File: src/rtl/fifo_serializer.sv
// Purpose : pops bytes from an upstream FIFO and sends each one as a UART-style
//           frame: start(0), 8 data bits LSB first, optional even parity, stop(1).
// Latency : tx first goes low two cycles after the FETCH (read_en) cycle.
//           Each bit is held CLKS_PER_BIT cycles.
// Backpressure: tx_en low or empty_flag high holds off the next fetch. A frame
//           that has already started always completes; only reset aborts it.
// Ports   : clk, reset (async, active-low), tx_en, empty_flag, fifo_data[7:0] in;
//           read_en, tx, busy, frame_done out.
// Config  : define FIFO_SERIALIZER_PARITY_EN to add an even-parity bit (11-bit frame).
//           Without it the frame is 10 bits.
module fifo_serializer #(
  parameter int unsigned CLKS_PER_BIT = 16
) (
  input  logic       clk,
  input  logic       reset,
  input  logic       tx_en,
  input  logic       empty_flag,
  input  logic [7:0] fifo_data,
  output logic       read_en,
  output logic       tx,
  output logic       busy,
  output logic       frame_done
);

  localparam int unsigned   BW        = $clog2(CLKS_PER_BIT);
  localparam logic [BW-1:0] BAUD_LAST = BW'(CLKS_PER_BIT - 1);
  localparam logic [BW-1:0] BAUD_ONE  = BW'(1);

  typedef enum logic [2:0] {
    S_IDLE,
    S_FETCH,
    S_LOAD,
    S_START,
    S_DATA,
`ifdef FIFO_SERIALIZER_PARITY_EN
    S_PARITY,
`endif
    S_STOP
  } state_t;

  state_t          state_q;
  logic [BW-1:0]   baud_q;
  logic [2:0]      bit_q;
  logic [7:0]      shreg_q;
  logic            tx_q;
  logic            frame_done_q;
`ifdef FIFO_SERIALIZER_PARITY_EN
  logic            parity_q;
`endif

  // High in the last cycle of every bit period.
  logic baud_zero;
  assign baud_zero = (baud_q == '0);

  always_ff @(posedge clk or negedge reset) begin
    if (!reset) begin
      state_q      <= S_IDLE;
      baud_q       <= '0;
      bit_q        <= '0;
      shreg_q      <= '0;
      tx_q         <= 1'b1;
      frame_done_q <= 1'b0;
`ifdef FIFO_SERIALIZER_PARITY_EN
      parity_q     <= 1'b0;
`endif
    end else begin
      frame_done_q <= 1'b0;
      case (state_q)
        S_IDLE: begin
          tx_q <= 1'b1;
          if (tx_en && !empty_flag) state_q <= S_FETCH;
        end
        S_FETCH: begin
          state_q <= S_LOAD;
        end
        S_LOAD: begin
          // FIFO read data is valid this cycle, one cycle after the pop.
          shreg_q <= fifo_data;
`ifdef FIFO_SERIALIZER_PARITY_EN
          parity_q <= ^fifo_data;
`endif
          tx_q    <= 1'b0;
          baud_q  <= BAUD_LAST;
          state_q <= S_START;
        end
        S_START: begin
          if (baud_zero) begin
            tx_q    <= shreg_q[0];
            baud_q  <= BAUD_LAST;
            bit_q   <= '0;
            state_q <= S_DATA;
          end else begin
            baud_q <= baud_q - 1'b1;
          end
        end
        S_DATA: begin
          if (baud_zero) begin
            baud_q  <= BAUD_LAST;
            shreg_q <= {1'b0, shreg_q[7:1]};
            bit_q   <= bit_q + 3'd1;
            if (bit_q == 3'd7) begin
`ifdef FIFO_SERIALIZER_PARITY_EN
              tx_q    <= parity_q;
              state_q <= S_PARITY;
`else
              tx_q    <= 1'b1;
              state_q <= S_STOP;
`endif
            end else begin
              // Next bit is the one that lands in bit 0 after this shift.
              tx_q <= shreg_q[1];
            end
          end else begin
            baud_q <= baud_q - 1'b1;
          end
        end
`ifdef FIFO_SERIALIZER_PARITY_EN
        S_PARITY: begin
          if (baud_zero) begin
            tx_q    <= 1'b1;
            baud_q  <= BAUD_LAST;
            state_q <= S_STOP;
          end else begin
            baud_q <= baud_q - 1'b1;
          end
        end
`endif
        S_STOP: begin
          tx_q <= 1'b1;
          if (baud_zero) begin
            // Back-to-back frames skip IDLE entirely.
            if (tx_en && !empty_flag) state_q <= S_FETCH;
            else                      state_q <= S_IDLE;
          end else begin
            baud_q <= baud_q - 1'b1;
            // Registered pulse lands in the cycle where baud_q reaches zero.
            if (baud_q == BAUD_ONE) frame_done_q <= 1'b1;
          end
        end
        default: begin
          state_q <= S_IDLE;
          tx_q    <= 1'b1;
        end
      endcase
    end
  end

  assign read_en    = (state_q == S_FETCH);
  assign busy       = (state_q != S_IDLE);
  assign tx         = tx_q;
  assign frame_done = frame_done_q;

endmodule

File: config.mk
export PLATFORM = sky130hd
export DESIGN_NAME = fifo_serializer
export DESIGN_NICKNAME = d
export VERILOG_FILES = /design/src/rtl/fifo_serializer.sv
export SDC_FILE = /design/constraint.sdc
export NUM_CORES = 1
export LEC_CHECK = 0
export CELL_PAD_IN_SITES_DETAIL_PLACEMENT = 0
export CELL_PAD_IN_SITES_GLOBAL_PLACEMENT = 2
export CORE_ASPECT_RATIO = 1.1
export CORE_MARGIN = 10
export CORE_UTILIZATION = 30
export DETAILED_ROUTE_END_ITERATION = 6
export PLACE_DENSITY = 0.79
export REMOVE_ABC_BUFFERS = 1
export SYNTH_ARGS = -nofsm -noshare
export SYNTH_HDL_FRONTEND = slang
export SYNTH_SLANG_ARGS = --single-unit
File: constraint.sdc
create_clock -name clk -period 2.1 [get_ports clk]
set_clock_uncertainty 0.05 [all_clocks]
set_input_delay 0.42 -clock clk [delete_from_list [all_inputs] [get_ports clk]]
set_output_delay 0.42 -clock clk [all_outputs]
set_load 0.005 [all_outputs]
**Word level (Yosys, flattened, before mapping)**

Cells that the tools add are included.

- Bits in registers: 20
- Bits of input ports: 12
- Output and inout port bits: 4
- Logic and storage cells: 58

- Add/subtract/negate cells: 2
- Equal/unequal tests: 13
- Muxes and demuxes: 22
- Bitwise operators: 1
- Reduce and logical (&&, ||, !) cells: 14

Operators by type and width:

| operator | count |
|---|---|
| 3-bit two-way mux | 7 |
| 3-bit one-hot mux with 6 select lines | 1 |
| 8-bit one-hot mux with 2 select lines | 1 |
| 2-bit != test (second input constant) | 6 |
| 4-bit one-hot mux with 3 select lines | 1 |
| 3-bit == test (second input constant) | 3 |
| 4-bit two-way mux | 2 |
| 8-bit two-way mux | 1 |
| 1-bit two-way mux | 7 |
| 3-bit by 2-bit == test with 1-bit output (second input constant) | 2 |
| 3-bit one-hot mux with 2 select lines | 1 |
| 3-bit AND reduction | 2 |
| 3-bit nonzero test | 2 |
| 5-bit AND reduction | 1 |
| 4-bit by 1-bit == test with 1-bit output (second input constant) | 1 |
| 4-bit logical NOT | 1 |
| 1-bit one-hot mux with 4 select lines | 1 |
| 2-bit AND reduction | 2 |
| 2-bit nonzero test | 2 |
| 4-bit by 1-bit subtractor with 4-bit output (second input constant) | 1 |
| 3-bit by 1-bit adder with 3-bit output (second input constant) | 1 |
| 3-bit by 1-bit == test with 1-bit output (second input constant) | 1 |
| 3-bit logical NOT | 1 |
| 2-bit OR reduction | 1 |
| 3 further kinds | 3 |

**Logic depth before layout (Yosys ltp)**

Gate-level depths: netlist (run 1).

- Depth after elaboration: 5
- Depth in mapped cells: 7
- Depth with buffers taken out: 6

**Worst setup path after synthesis (run 1)**

OpenSTA, ideal clock, no wires.

- Kind: reg2reg
- Start point: reg baud_q[0]
- End point: reg shreg_q[7]
- Setup time: 0.145 ns
- Arrival time: 1.515 ns
- Required time: 1.905 ns
- Path slack: 0.390 ns
- Stages on the path, launching flop included: 8
- Buffers on the path: 1
- Clock period less this slack: 1.710 ns
- Cells stage by stage: dfrtp_1 inv_1 ha_1 or3b_1 buf_2 nor3_4 nand2b_1 a221oi_1

- Longest elaborated chain between the ends: 3

Ends and longest elaborated chain:

| what | RTL line | RTL |
|---|---|---|
| start: declaration | 42 | `logic [BW-1:0] baud_q;` |
| start signal: assignment | 93 | `baud_q <= baud_q - 1'b1;` |
| start signal: assignment | 114 | `baud_q <= baud_q - 1'b1;` |
| start signal: assignment | 135 | `baud_q <= baud_q - 1'b1;` |
| 4-bit logical NOT | 53 | `assign baud_zero = (baud_q == '0);` |
| 2-bit != test (no source line) | -- |  |
| 2-bit AND reduction (no source line) | -- |  |
| end signal: assignment | 78 | `shreg_q <= fifo_data;` |
| end signal: assignment | 99 | `shreg_q <= {1'b0, shreg_q[7:1]};` |
| end: declaration | 44 | `logic [7:0] shreg_q;` |

No other way between the ends.
A chain may end at the register's enable or synchronous reset.

**Final worst setup path (run 1)**

- Start point: reg state_q[0]
- End point: out read_en

- Longest elaborated chain between the ends: 1

Ends and longest elaborated chain:

| what | RTL line | RTL |
|---|---|---|
| start: declaration | 41 | `state_t state_q;` |
| start signal: assignment | 57 | `state_q <= S_IDLE;` |
| start signal: assignment | 71 | `if (tx_en && !empty_flag) state_q <= S_FETCH;` |
| start signal: assignment | 74 | `state_q <= S_LOAD;` |
| 3-bit by 1-bit == test with 1-bit output | 148 | `assign read_en = (state_q == S_FETCH);` |
| end: declaration | 19 | `output logic read_en,` |

No other way between the ends.

==> flow_metrics.env, run 1 <==
export IMPL_outcome="finished, final reports clean"
export IMPL_worstPathMaxFanout=9
export IMPL_diodes=0
export IMPL_vias_per_cell=5.18
export IMPL_yosys_cell_types_count=40
export IMPL_finalWirelength_um=2930
export IMPL_core_area_um2=3990
export IMPL_synth_seq_cells=20
export IMPL_path_cells="inv_1 > nor3_1 > clkdlybuf4s50_1"
export IMPL_yosys_most_used_dff="sky130_fd_sc_hd__dfrtp_1"
export IMPL_initial_core_util_pct=31.5
export IMPL_grt_first_pass_wirelength_um=4990
export IMPL_ctsHtreeMaxLevel=1
export IMPL_fin_setup_tns_ns=0
export IMPL_ios=16
export IMPL_place_gp_congestion=0.803
export IMPL_first_pass_iteration_count_of_the_detailed_router=4
export IMPL_post_synth_xor_area_fraction_pct=0.697
export IMPL_tritoncts="yes"
export IMPL_filler_cells=414
export IMPL_clk_transition_reported_paths_ns=0.08
export IMPL_fin_crit_sh_pct=94.8
export IMPL_share_of_synthesized_cell_area_in_and_or_nand_and_nor_gates_pct=18.0
export IMPL_post_synth_fa_ha_maj_area_fraction_pct=4.98
export IMPL_synth_cell_area_um2=1260
export IMPL_fmax_ghz=0.502
export IMPL_pin_count_of_the_biggest_net_entering_global_routing=21
export IMPL_power_per_cell_area_nw_per_um2=491
export IMPL_die_area_um2=7180
export IMPL_clk_insertion_delay_late_ns=0.27
export IMPL_hold_violations=0
export IMPL_synth_compound_area_share_pct=23.6
export IMPL_maximum_buffer_depth_of_the_clock_tree=2
export IMPL_endpoint_kind="output pin"
export IMPL_timing_critical_path_from_type="flip-flop"
export IMPL_sequential_cell_area_um2=504
export IMPL_fin_nets=171
export IMPL_dp_cells=201
export IMPL_postRouteAntennaNets=0
export IMPL_placement_io_buffers=15
export IMPL_power_ir_vdd_worst_uv=306
export IMPL_post_cts_hold_buffer_count=0
export IMPL_synth_mux_area_share_pct=5.58
export IMPL_grt_pass1_vias=1061
export IMPL_arrival_time_at_the_worst_endpoint_ns=1.52
export IMPL_worst_pin_slew_ns=0.522
export IMPL_min_period_ns=1.99
export IMPL_die_w_um=81.7
export IMPL_rsz0062_at_grt="no"
export IMPL_crit_buf_inv=2
export IMPL_remaining_drc_errors=0
export IMPL_clk_root_buffer_cell="sky130_fd_sc_hd__clkbuf_8"
export IMPL_areaGrowthSynthToFinish_pct=19.9
export IMPL_layout_drive_gt1_share_pct=11.1
export IMPL_detail_route_iter0_violations=65
export IMPL_finalSetupViolCount=0
export IMPL_grt_total_usage_pct=8.81
export IMPL_synth_area_per_cell_um2=8.97
export IMPL_num_rows=24
export IMPL_fin_cells=205
export IMPL_yosys_warnings=0
export IMPL_cts_post_setup_buffers_inserted=0
export IMPL_critical_path_max_stage_delay_ns=0.53
export IMPL_initial_antenna_violation_count=0
export IMPL_cts_num_sinks=20
export IMPL_postSynthCellCount=140
export IMPL_timing_max_slew_rel_slack_pct=65.2
export IMPL_criticalPathCategory="flip-flop to output pin"
export IMPL_vias=1062
export IMPL_synth_async_sr_flop_share_pct=100
export IMPL_remaining_global_route_overflow=0
export IMPL_number_of_max_slew_violations_in_the_final_report=0
export IMPL_hpwlAfterDp_um=2230
export IMPL_routed_wirelength_normalized_by_instance_count_um=14.3
export IMPL_synth_sequential_area_ratio_pct=39.9
export IMPL_worst_endpoint_required_ns=1.63
export IMPL_cts_buffers=3
export IMPL_die_h_um=87.9
export IMPL_leakagePower_nw=0.665
export IMPL_timing_critical_path_slowest_stage_cell="sky130_fd_sc_hd__clkdlybuf4s50_1"
export IMPL_critPathTopFamily="buffers and inverters"
export IMPL_multi_input_comb_area_um2=672
export IMPL_holdCritPathClass="flip-flop to flip-flop"
export IMPL_number_of_synthesized_flops_with_an_enable_pin=0
export IMPL_max_cap_violations=0
export IMPL_synth_top_family_by_area="compound AO/OA/AOI/OAI gates"
metal layers:
metal  up-vias  share of wire (%)  GRT usage [%]  wire length (um)
li1        529                  -              -                 -
met1       506                 46           10.3              1350
met2        22                 48           14.7              1410
met3         5                3.9           2.46               114
met4         0                1.8           3.72                53
met5         -                  0              0                 0
worst paths after layout:
check | depth (start not counted) | to | slack (ns) | startpoint
setup / recovery | 3 | read_en | 0.11 | state_q[0]
min in group asynchronous | 2 | baud_q[2] | 0.44 | reset
hold / removal | 2 | shreg_q[2] | 0.43 | shreg_q[2]
hold reg to reg | 2 | shreg_q[2] | 0.43 | shreg_q[2]
max in group asynchronous | 2 | tx | 1.29 | reset
setup reg to reg | 6 | baud_q[0] | 0.20 | baud_q[0]
through the flow:
step / setup WS, ns / cell area (um2) / utilization [%] / total power [mW] / hold WS (ns)
after floorplan: -0.433 / 1190 / - / 0.411 / 0.0744
after CTS: 0.0225 / 1500 / 37.6 / 0.744 / 0.439
after global routing: 0.0315 / 1510 / 37.7 / 0.774 / 0.472
after global placement: 0.297 / 1450 / 36.2 / 0.445 / 0.418
after detailed placement: 0.214 / 1450 / 36.2 / 0.445 / 0.421
final: 0.110 / 1510 / 37.7 / 0.739 / 0.434
layout make-up:
type                    instances  share of cell area [%]
flip-flops and latches         20                    33.5
well taps                      52                    4.32
clock buffers                   4                    3.65
multi-input cells             103                    44.6
inverters                       6                    1.50
repair buffers                 20                    12.5
kinds of logic after synthesis:
family	Yosys count
compound gates	46
xor+xnor	1
fa+ha+maj	5
buf+inv	17
flops	20
mux	7
simple gates	44
worst register-to-register path: stages (launching register included):
cell	delay [ns]
sky130_fd_sc_hd__dfrtp_1	0.47
sky130_fd_sc_hd__inv_1	0.12
sky130_fd_sc_hd__ha_1	0.23
sky130_fd_sc_hd__nor3b_4	0.39
sky130_fd_sc_hd__a21oi_1	0.20
sky130_fd_sc_hd__o221ai_1	0.21
sky130_fd_sc_hd__o21ai_0	0.12
cells in the final DEF, fill, tap and decap left out, drive strengths merged:
| master | instances |
|---|---|
| dfrtp | 19 |
| nand2 | 17 |
| o21ai | 15 |
| clkdlybuf4s50 | 15 |
| nor2 | 10 |
| a21oi | 7 |
| mux2i | 7 |
| inv | 6 |
| o22ai | 6 |
| nand3 | 5 |
| ha | 5 |
| buf | 5 |
| clkbuf | 4 |
| o211ai | 3 |
| nor3 | 3 |
| nor2b | 2 |
| a31oi | 2 |
| o221ai | 2 |
| nor3b | 2 |
| a22oi | 2 |
| nor4 | 1 |
| or3b | 1 |
| a32oi | 1 |
| and2 | 1 |
| o311a | 1 |
| and2b | 1 |
| o21bai | 1 |
| o41ai | 1 |
| a211oi | 1 |
| nand2b | 1 |
| a221oi | 1 |
| xor2 | 1 |
| a311oi | 1 |
| a21o | 1 |
| a22o | 1 |
| dfstp | 1 |
report_power, final:
| part | switching (mW) | total [mW] | internal [mW] |
|---|---|---|---|
| Sequential | 0.00364 | 0.396 | 0.392 |
| Combinational | 0.0144 | 0.0400 | 0.0255 |
| Clock | 0.136 | 0.303 | 0.167 |
synth_stat cells (2+ instances only):
| cell type | number | area [um2] |
|---|---|---|
| sky130_fd_sc_hd__dfrtp_1 | 19 | 475 |
| sky130_fd_sc_hd__nand2_1 | 17 | 63.8 |
| sky130_fd_sc_hd__o21ai_0 | 15 | 75.1 |
| sky130_fd_sc_hd__nor2_1 | 10 | 37.5 |
| sky130_fd_sc_hd__a21oi_1 | 7 | 35.0 |
| sky130_fd_sc_hd__mux2i_1 | 7 | 70.1 |
| sky130_fd_sc_hd__inv_1 | 6 | 22.5 |
| sky130_fd_sc_hd__o22ai_1 | 6 | 37.5 |
| sky130_fd_sc_hd__ha_1 | 5 | 62.6 |
| sky130_fd_sc_hd__nand3_1 | 5 | 25.0 |
| sky130_fd_sc_hd__buf_4 | 4 | 30.0 |
| sky130_fd_sc_hd__buf_2 | 3 | 15.0 |
| sky130_fd_sc_hd__clkbuf_1 | 3 | 11.3 |
| sky130_fd_sc_hd__o211ai_1 | 3 | 22.5 |
| sky130_fd_sc_hd__a31oi_1 | 2 | 12.5 |
| sky130_fd_sc_hd__nor2b_1 | 2 | 12.5 |
| sky130_fd_sc_hd__nor3_1 | 2 | 10.0 |
| sky130_fd_sc_hd__o221ai_1 | 2 | 17.5 |
repair_timing:
action / CTS / global route
resized for setup: 0 / 3
endpoints found under the hold margin: 0 / 0
endpoints found under the setup margin: 0 / 2
state kept, by name (all words and copies together) (netlist names):
| name | cells |
|---|---|
| bit_q | 3 |
| frame_done | 1 |
| tx | 1 |
| shreg_q | 8 |
| state_q | 3 |
| baud_q | 4 |
(Power assumes the default switching activity.)
==> run 2, diff against run 1 <==
--- a/config.mk
+++ b/config.mk
@@ -6,12 +6,12 @@
 export NUM_CORES = 1
 export LEC_CHECK = 0
 export CELL_PAD_IN_SITES_DETAIL_PLACEMENT = 0
-export CELL_PAD_IN_SITES_GLOBAL_PLACEMENT = 2
+export CELL_PAD_IN_SITES_GLOBAL_PLACEMENT = 1
 export CORE_ASPECT_RATIO = 1.1
 export CORE_MARGIN = 10
 export CORE_UTILIZATION = 30
 export DETAILED_ROUTE_END_ITERATION = 6
-export PLACE_DENSITY = 0.79
+export PLACE_DENSITY = 0.68
 export REMOVE_ABC_BUFFERS = 1
 export SYNTH_ARGS = -nofsm -noshare
 export SYNTH_HDL_FRONTEND = slang
==> run 2 against run 1 <==
Sequential share of layout area is 0.39 points lower. Core utilization is 0.34 points higher. Routed wire length is 7.1% higher. Largest power group unchanged.
==> flow_metrics.env, run 2 (synthesis results as in run 1) <==
export IMPL_outcome="finished, final reports clean"
export IMPL_max_cap_violations=0
export IMPL_ctsHtreeMaxLevel=1
export IMPL_initial_core_util_pct=31.5
export IMPL_diodes=0
export IMPL_detailed_place_area_um2=1460
export IMPL_r2r_setup_slack_ns=0.23
export IMPL_timing_critical_path_slowest_stage_cell="sky130_fd_sc_hd__dfrtp_2"
export IMPL_clk_transition_reported_paths_ns=0.08
export IMPL_worst_pin_slew_ns=0.502
export IMPL_timing_max_slew_rel_slack_pct=66.6
export IMPL_power_switching_share_pct=21.4
export IMPL_first_pass_iteration_count_of_the_detailed_router=4
export IMPL_die_w_um=81.7
export IMPL_grt_first_pass_wirelength_um=5150
export IMPL_leakagePower_nw=0.692
export IMPL_maximum_buffer_depth_of_the_clock_tree=2
export IMPL_detail_route_iter0_violations=43
export IMPL_fin_crit_sh_pct=96.5
export IMPL_tritoncts="yes"
export IMPL_placement_io_buffers=15
export IMPL_post_cts_hold_buffer_count=0
export IMPL_biggestRegsByFlops="shreg_q (8), baud_q (4)"
export IMPL_power_ir_vdd_worst_uv=183
export IMPL_grt_total_usage_pct=9.10
export IMPL_critical_path_max_stage_delay_ns=0.46
export IMPL_fmax_ghz=0.494
export IMPL_post_route_util_pct=38.1
export IMPL_post_route_worst_setup_slack_ns=0.0743
export IMPL_timing_critical_path_from_type="flip-flop"
export IMPL_dp_cells=203
export IMPL_pin_count_of_the_biggest_net_entering_global_routing=17
export IMPL_rsz0062_at_grt="yes"
export IMPL_holdCritPathClass="input pin to async pin"
export IMPL_vias=1089
export IMPL_cts_buffers=3
export IMPL_remaining_drc_errors=0
export IMPL_mostFrequentLayoutCell="sky130_fd_sc_hd__dfrtp_1"
export IMPL_cts_num_sinks=20
export IMPL_worstPathMaxFanout=7
export IMPL_worst_endpoint_required_ns=1.63
export IMPL_finalWirelength_um=3130
export IMPL_cts_resized=0
export IMPL_arrival_time_at_the_worst_endpoint_ns=1.56
export IMPL_place_worst_setup_slack_ns=0.227
export IMPL_clk_insertion_delay_late_ns=0.27
export IMPL_path_cells="nor2_1 > nand2_1 > clkdlybuf4s50_1"
export IMPL_ios=16
export IMPL_fin_area_um2=1520
export IMPL_layout_drive_gt1_share_pct=11.0
export IMPL_share_clk_of_total_power_pct=41.4
export IMPL_die_h_um=87.9
export IMPL_num_rows=24
export IMPL_criticalPathCategory="flip-flop to output pin"
export IMPL_fin_nets=173
export IMPL_largest_reg_flops=8
export IMPL_number_of_max_slew_violations_in_the_final_report=0
export IMPL_critPathTopFamily="flip-flops"
export IMPL_cts_post_setup_buffers_inserted=0
export IMPL_power_internal_mw=0.585
export IMPL_p_switching_mw=0.159
export IMPL_routed_wirelength_normalized_by_instance_count_um=15.1
export IMPL_power_per_cell_area_nw_per_um2=490
export IMPL_vias_per_cell=5.26
export IMPL_finalSetupViolCount=0
export IMPL_power_share_of_the_combinational_group_pct=5.4
export IMPL_clk_root_buffer_cell="sky130_fd_sc_hd__clkbuf_8"
export IMPL_hold_violations=0
export IMPL_commonest_cells_after_routing_fill_and_taps_aside="sky130_fd_sc_hd__dfrtp_1 (18), sky130_fd_sc_hd__nand2_1 (17), sky130_fd_sc_hd__o21ai_0 (15)"
export IMPL_remaining_global_route_overflow=0
export IMPL_areaGrowthSynthToFinish_pct=21.0
export IMPL_grt_pass1_vias=1125
export IMPL_die_area_um2=7180
export IMPL_crit_buf_inv=1
export IMPL_fin_cells=207
export IMPL_postRouteAntennaNets=0
export IMPL_initial_antenna_violation_count=0
export IMPL_hpwlAfterDp_um=2380
export IMPL_max_flop_register="shreg_q"
export IMPL_hold_worst_slack_ns=0.417
export IMPL_seq_pwr_share_pct=53.2
export IMPL_place_gp_congestion=0.847
export IMPL_min_period_ns=2.03
export IMPL_endpoint_kind="output pin"
export IMPL_core_area_um2=3990
[run 2: metal layers]
metal	vias up	track usage, %	routed length (um)
li1	533	-	-
met1	528	10.3	1430
met2	23	15.7	1510
met3	5	2.87	146
met4	0	3.25	45
met5	-	0	0
[run 2: final cells by class]
| class | count | area [um2] |
|---|---|---|
| sequential | 20 | 503 |
| fill | 418 | 2470 |
| timing repair buffer | 22 | 205 |
| inverter | 6 | 22.5 |
| clock buffer | 4 | 55.1 |
| tap | 52 | 65.1 |
| multi-input combinational | 103 | 669 |
[run 2: per-stage QoR]
step,setup TNS (ns),power [mW]
after detailed placement,0,0.446
after floorplan,-3.95,0.411
after global placement,0,0.444
after CTS,0,0.752
after global routing,-0.0255,0.773
final,0,0.745
[run 2: final timing paths]
path                            cells after the start       start          to
min in group clk                                    2  shreg_q[2]  shreg_q[2]
worst min-delay path                                1       reset   baud_q[2]
worst min register to register                      2  shreg_q[2]  shreg_q[2]
worst max register to register                      6   baud_q[0]  shreg_q[7]
max in group asynchronous                           2       reset    bit_q[1]
worst max-delay path                                3  state_q[0]        busy
[run 2: power by group through the flow]
stage	registers [mW]	logic (mW)	clock network [mW]
6_report	0.396	0.0402	0.308
5_1_grt	0.398	0.0443	0.331
4_1_cts	0.397	0.0414	0.314
3_5_place_dp	0.404	0.0415	0
3_3_place_gp	0.404	0.0406	0
2_1_floorplan	0.403	0.00761	0
[run 2: worst reg2reg max path, stage by stage (launching register included)]
cell and delay (ns):
sky130_fd_sc_hd__dfrtp_1 0.46, sky130_fd_sc_hd__inv_1 0.11, sky130_fd_sc_hd__ha_1 0.23, sky130_fd_sc_hd__or3b_1 0.50, sky130_fd_sc_hd__nor3_4 0.21, sky130_fd_sc_hd__nand2b_1 0.13
sky130_fd_sc_hd__a221oi_1 0.07
